[src/rtl/reduce_sched.sv]
// Round-robin scheduler sharing one modular reduction pipeline (mod 3329)
// among NREQ requesters, with the owner tag carried alongside each result.

module reduce (
   input  logic        clk,
   input  logic        rst,
   input  logic [23:0] c,
   output logic [11:0] r
);
   // Barrett estimate q = floor(c * floor(2^24/3329) / 2^24) is exact or one low,
   // so c - q*3329 lies in [0, 6658) and 13-bit arithmetic is sufficient.
   localparam logic [36:0] BARRETT_M = 37'd5039;
   localparam logic [12:0] MODULUS   = 13'd3329;

   logic [12:0] q_next;
   logic [12:0] q_q;
   logic [12:0] c_lo_q;
   logic [12:0] rem_wide;
   logic [11:0] rem_final;
   logic [11:0] r_q;

   assign q_next = 13'(({13'b0, c} * BARRETT_M) >> 24);

   always_ff @(posedge clk) begin
      if (rst) begin
         q_q    <= '0;
         c_lo_q <= '0;
      end else begin
         q_q    <= q_next;
         c_lo_q <= c[12:0];
      end
   end

   assign rem_wide  = c_lo_q - 13'(q_q * MODULUS);
   assign rem_final = (rem_wide >= MODULUS) ? 12'(rem_wide - MODULUS) : rem_wide[11:0];

   always_ff @(posedge clk) begin
      if (rst) begin
         r_q <= '0;
      end else begin
         r_q <= rem_final;
      end
   end

   assign r = r_q;

endmodule

module reduce_sched #(
   parameter int NREQ = 4,
   parameter int IDW  = 2,
   parameter int LAT  = 2
) (
   input  logic               clk,
   input  logic               rst,
   input  logic [NREQ-1:0]    req_valid,
   input  logic [24*NREQ-1:0] req_data,
   output logic [NREQ-1:0]    req_ready,
   output logic               resp_valid,
   output logic [IDW-1:0]     resp_id,
   output logic [11:0]        resp_data,
   output logic               idle,
   output logic [15:0]        op_count
);
   // Handshake: requester i transfers in any cycle where req_valid[i] & req_ready[i];
   // req_ready is a one-hot combinational grant, and responses are never back-pressured.

   logic [IDW-1:0]  ptr;
   logic [IDW-1:0]  gnt_id;
   logic            found;
   logic [IDW:0]    idx;
   logic            xfer;
   logic [23:0]     operand;
   logic [LAT-1:0]  tag_v;
   logic [IDW-1:0]  tag_id [LAT];

   always_comb begin
      found  = 1'b0;
      gnt_id = '0;
      idx    = '0;
      for (int k = 0; k < NREQ; k++) begin
         idx = {1'b0, ptr} + (IDW+1)'(k);
         if (idx >= (IDW+1)'(NREQ)) begin
            idx = idx - (IDW+1)'(NREQ);
         end
         if (!found && req_valid[idx[IDW-1:0]]) begin
            found  = 1'b1;
            gnt_id = idx[IDW-1:0];
         end
      end
   end

   assign req_ready = found ? (NREQ'(1) << gnt_id) : '0;
   assign xfer      = found;
   assign operand   = found ? req_data[gnt_id*24 +: 24] : 24'd0;

   always_ff @(posedge clk) begin
      if (rst) begin
         ptr      <= '0;
         op_count <= '0;
      end else if (xfer) begin
         ptr      <= (gnt_id == IDW'(NREQ-1)) ? '0 : gnt_id + 1'b1;
         op_count <= op_count + 16'd1;
      end
   end

   // Tag shift register matches the reduce latency so id and data line up.
   always_ff @(posedge clk) begin
      if (rst) begin
         tag_v <= '0;
         for (int k = 0; k < LAT; k++) begin
            tag_id[k] <= '0;
         end
      end else begin
         tag_v     <= {tag_v[LAT-2:0], xfer};
         tag_id[0] <= gnt_id;
         for (int k = 1; k < LAT; k++) begin
            tag_id[k] <= tag_id[k-1];
         end
      end
   end

   reduce u_reduce (
      .clk (clk),
      .rst (rst),
      .c   (operand),
      .r   (resp_data)
   );

   assign resp_valid = tag_v[LAT-1];
   assign resp_id    = tag_id[LAT-1];
   assign idle       = ~|req_valid & ~|tag_v;

endmodule

[config.mk]
export PLATFORM = sky130hd
export DESIGN_NAME = reduce_sched
export DESIGN_NICKNAME = d
export VERILOG_FILES = /design/src/rtl/reduce_sched.sv
export SDC_FILE = /design/constraint.sdc
export NUM_CORES = 1
export LEC_CHECK = 0
export CAP_MARGIN = 20
export CELL_PAD_IN_SITES_DETAIL_PLACEMENT = 1
export CELL_PAD_IN_SITES_GLOBAL_PLACEMENT = 1
export CORE_MARGIN = 5
export CORE_UTILIZATION = 48
export CTS_BUF_LIST = sky130_fd_sc_hd__clkbuf_4 sky130_fd_sc_hd__clkbuf_8
export DETAILED_ROUTE_END_ITERATION = 6
export PLACE_DENSITY = 0.86
export REMOVE_ABC_BUFFERS = 1
export SLEW_MARGIN = 30
export SYNTH_ARGS = -nofsm -noshare
export SYNTH_HDL_FRONTEND = slang
export SYNTH_HIERARCHICAL = 1
export SYNTH_SLANG_ARGS = --single-unit
[constraint.sdc]
create_clock -name clk -period 17.63 [get_ports clk]
set_input_delay 4.4075 -clock clk [delete_from_list [all_inputs] [get_ports clk]]
set_output_delay 4.4075 -clock clk [all_outputs]
set_load 0.005 [all_outputs]
==> impl_metrics.py <==
metrics = {
    "worst_setup_path": {
        "cpPeakStageDelay_ns": 0.73,
        "critical_path_arrival_ns": 12.23,
        "reg2reg_to": "u_reduce/q_q[7]",
        "cpMostUsedCell": "fa_1",
        "reg2reg_slack_ns": 9.91,
        "cp-end-kind": "flip-flop",
        "crit_type": "in2reg",
        "cp.required_ns": 17.85,
        "rr_worst_depth": 22,
        "cp-start-kind": "input port",
        "critical_path.max_fanout": 26,
        "rr_startpoint": "ptr[0]",
        "critPathLaunch": "req_valid[2]",
        "cp_slowest_cell": "o22ai_1",
        "path_cells": "clkdlybuf4s50_1, or4_4, o21ai_2, nor3_4, buf_4, mux2i_1, o22ai_1, fa_1, fa_1, fa_1, fa_1, inv_1, fa_1, inv_1, ha_1, a21oi_1, nor2_1, a211oi_1, o22ai_1, nor3_2, o21bai_1, a221oi_1, mux2_2",
    },
    "final_layout": {
        "area_delta_synth_final_pct": 18.1,
        "num_antenna_cells": 0,
        "nets": 1511,
        "drive_gt1_frac": 0.0579,
        "fillers": 2277,
    },
    "clock_network": {
        "root_buffer": "clkbuf_8",
        "clk-insertion-delay-late_ns": 0.34,
        "cts_tree": "yes",
        "numCtsBuffers": 9,
        "cts.clk_slew.worst_paths_ns": 0.07,
        "cts.sinks": 62,
        "postCtsHoldBufs": 0,
        "cts_resized": 0,
        "post_cts_buffers": 0,
        "htreeDepth": 3,
        "cts_buffer_depth": 2,
    },
    "detailed_routing": {
        "wl_per_cell_microns": 20.5,
        "ant_nets": 0,
        "num_vias": 7766,
        "drc": 0,
        "first_pass_iters": 4,
        "routed_wl_microns": 28500,
        "via_per_inst": 5.58,
        "drt_iter0_markers": 235,
    },
    "yosys": {
        "synth_area_per_cell_sq_um": 9.85,
        "yosysWarnings": 6,
        "ys_seq_area_frac": 0.127,
        "ys_ff_latch": 62,
        "syn_area_sq_um": 9770,
        "async_flop_share": 0,
        "synth_ff_type": "dfxtp_1",
        "synth_edf_count": 0,
        "synthDistinctLibCells": 83,
        "synth_area_leader_cell": "fa_1",
        "synth_top_area_share": 0.273,
        "synthCells": 992,
        "synth.area.top_cells": "fa_1, ha_1, dfxtp_1",
    },
    "sta": {
        "slew_viol_final": 0,
        "max_freq_mhz": 83.3,
        "period_share": 0.681,
        "finalClockSkew_ns": 0.0131,
        "min_period_ns": 12.01,
        "rsz0062_at_grt": "false",
        "finalSetupViolCount": 0,
        "timing_hold_violations_final": 0,
        "fin_setup_tns_ns": 0,
        "tightestPinTransition_ns": 0.964,
        "slew_headroom": 0.357,
    },
    "placed_design": {
        "hpwlAfterDp_microns": 24400,
        "gp_congestion": 0.914,
        "port_buffers": 137,
    },
    "grt": {
        "grt_first_pass_wirelength_microns": 46300,
        "antenna_found_initial": 0,
        "first_global_vias": 8818,
        "grt-ovfl-total": 0,
        "grt_max_degree": 72,
        "grt_usage": 0.245,
    },
    "floorplanning": {
        "die_w_microns": 153,
        "core_area_sq_um": 20200,
        "dieArea_sq_um": 23300,
        "ioPinCount": 138,
        "start_util": 0.484,
        "rows": 52,
        "die_h_microns": 153,
    },
    "outcome": {
        "status": "completed",
    },
    "hold_path": {
        "hold_start": "tag_id[0][0]",
        "worstHoldPathCells": 1,
        "hold_path_class": "reg2reg",
        "hold_end": "tag_id[0][2]",
    },
    "flow_run": {
        "maxCapViolCount": 0,
    },
}
-- Yosys cell counts (15+ instances only) --
cell type	instances
dfxtp_1	62
xnor2_1	24
nor2_1	51
a21oi_1	31
o22ai_1	26
nand2_1	22
nor3_1	23
nor2b_1	19
o21ai_0	15
fa_1	133
ha_1	159
mux2i_1	27
inv_1	178
a22oi_1	25
-- layer usage --
metal	vias up	global-route usage	wire length, microns
li1	3602	-	-
met1	3888	0.283	11100
met2	216	0.471	15500
met3	60	0.0293	1020
met4	0	0.0776	911
met5	-	0	0
-- worst max path at each step --
stage	depth (start not counted)	slack, ns	to
detailed placement	23	5.23	u_reduce/q_q[7]
floorplan	19	6.06	u_reduce/q_q[7]
CTS	23	5.59	u_reduce/q_q[7]
finish	23	5.62	u_reduce/q_q[7]
global route	23	5.36	u_reduce/q_q[7]
global placement	21	5.32	u_reduce/q_q[7]
-- state kept, by name (all words and copies together), names as in the netlist --
name	flops
u_reduce/r	12
op_count	16
u_reduce/c_lo_q	13
tag_v	2
tag_id	4
u_reduce/q_q	13
ptr	2
-- cells in the final DEF (no fill, tap or decap), types with 16 or more instances in the layout --
cell             count
inv_1              178
ha_1               159
clkdlybuf4s50_1    136
fa_1               133
dfxtp_1             62
nor2_1              51
a21oi_1             31
mux2i_1             27
a22oi_1             25
xnor2_1             24
nor3_1              23
nand2_1             22
nor2b_1             19
o22ai_1             16
-- critical path: cells and delay by family --
kind / cells / cell delay, ns
and+or+nand+nor: 4 / 1.16
muxes: 2 / 0.55
buffers and inverters: 4 / 1.01
adders and majority gates: 6 / 2.99
AOI/OAI and AO/OA: 7 / 2.06
-- stage by stage --
stage / hold WS (ns) / setup slack, ns / util / instance area [sq um] / std cells
3_5_place_dp: 0.440 / 5.23 / 0.561 / 11300 / 1376
2_1_floorplan: 0.414 / 6.06 / - / 9510 / 961
5_1_grt: 0.469 / 5.36 / 0.572 / 11500 / 1392
3_3_place_gp: 0.416 / 5.32 / 0.560 / 11300 / 1376
4_1_cts: 0.451 / 5.59 / 0.570 / 11500 / 1392
6_report: 0.446 / 5.62 / 0.572 / 11500 / 1392
-- area by class of cell --
class                   instances  area (sq um)  area share
flip-flops and latches         62          1240       0.108
clock buffers                  11           151      0.0131
well taps                     270           338      0.0293
multi-input cells             721          7680       0.665
repair buffers                145          1430       0.124
clock inverters                 5          33.8     0.00293
inverters                     178           668      0.0579
-- cell families (layout without fill, tap and decap cells) --
logic type | count (synthesis) | in the layout | share of synthesized area
AOI/OAI and AO/OA | 173 | 173 | 0.125
xor gates and xnor gates | 39 | 39 | 0.0357
adders and majority gates | 292 | 292 | 0.476
buffers and inverters | 209 | 339 | 0.0953
DFF | 62 | 62 | 0.127
muxes | 28 | 28 | 0.0288
and+or+nand+nor | 189 | 189 | 0.112
Power is left out: the tool's default activity adds up to more than one toggle a clock period on the data nets, which glitch-free logic cannot reach.
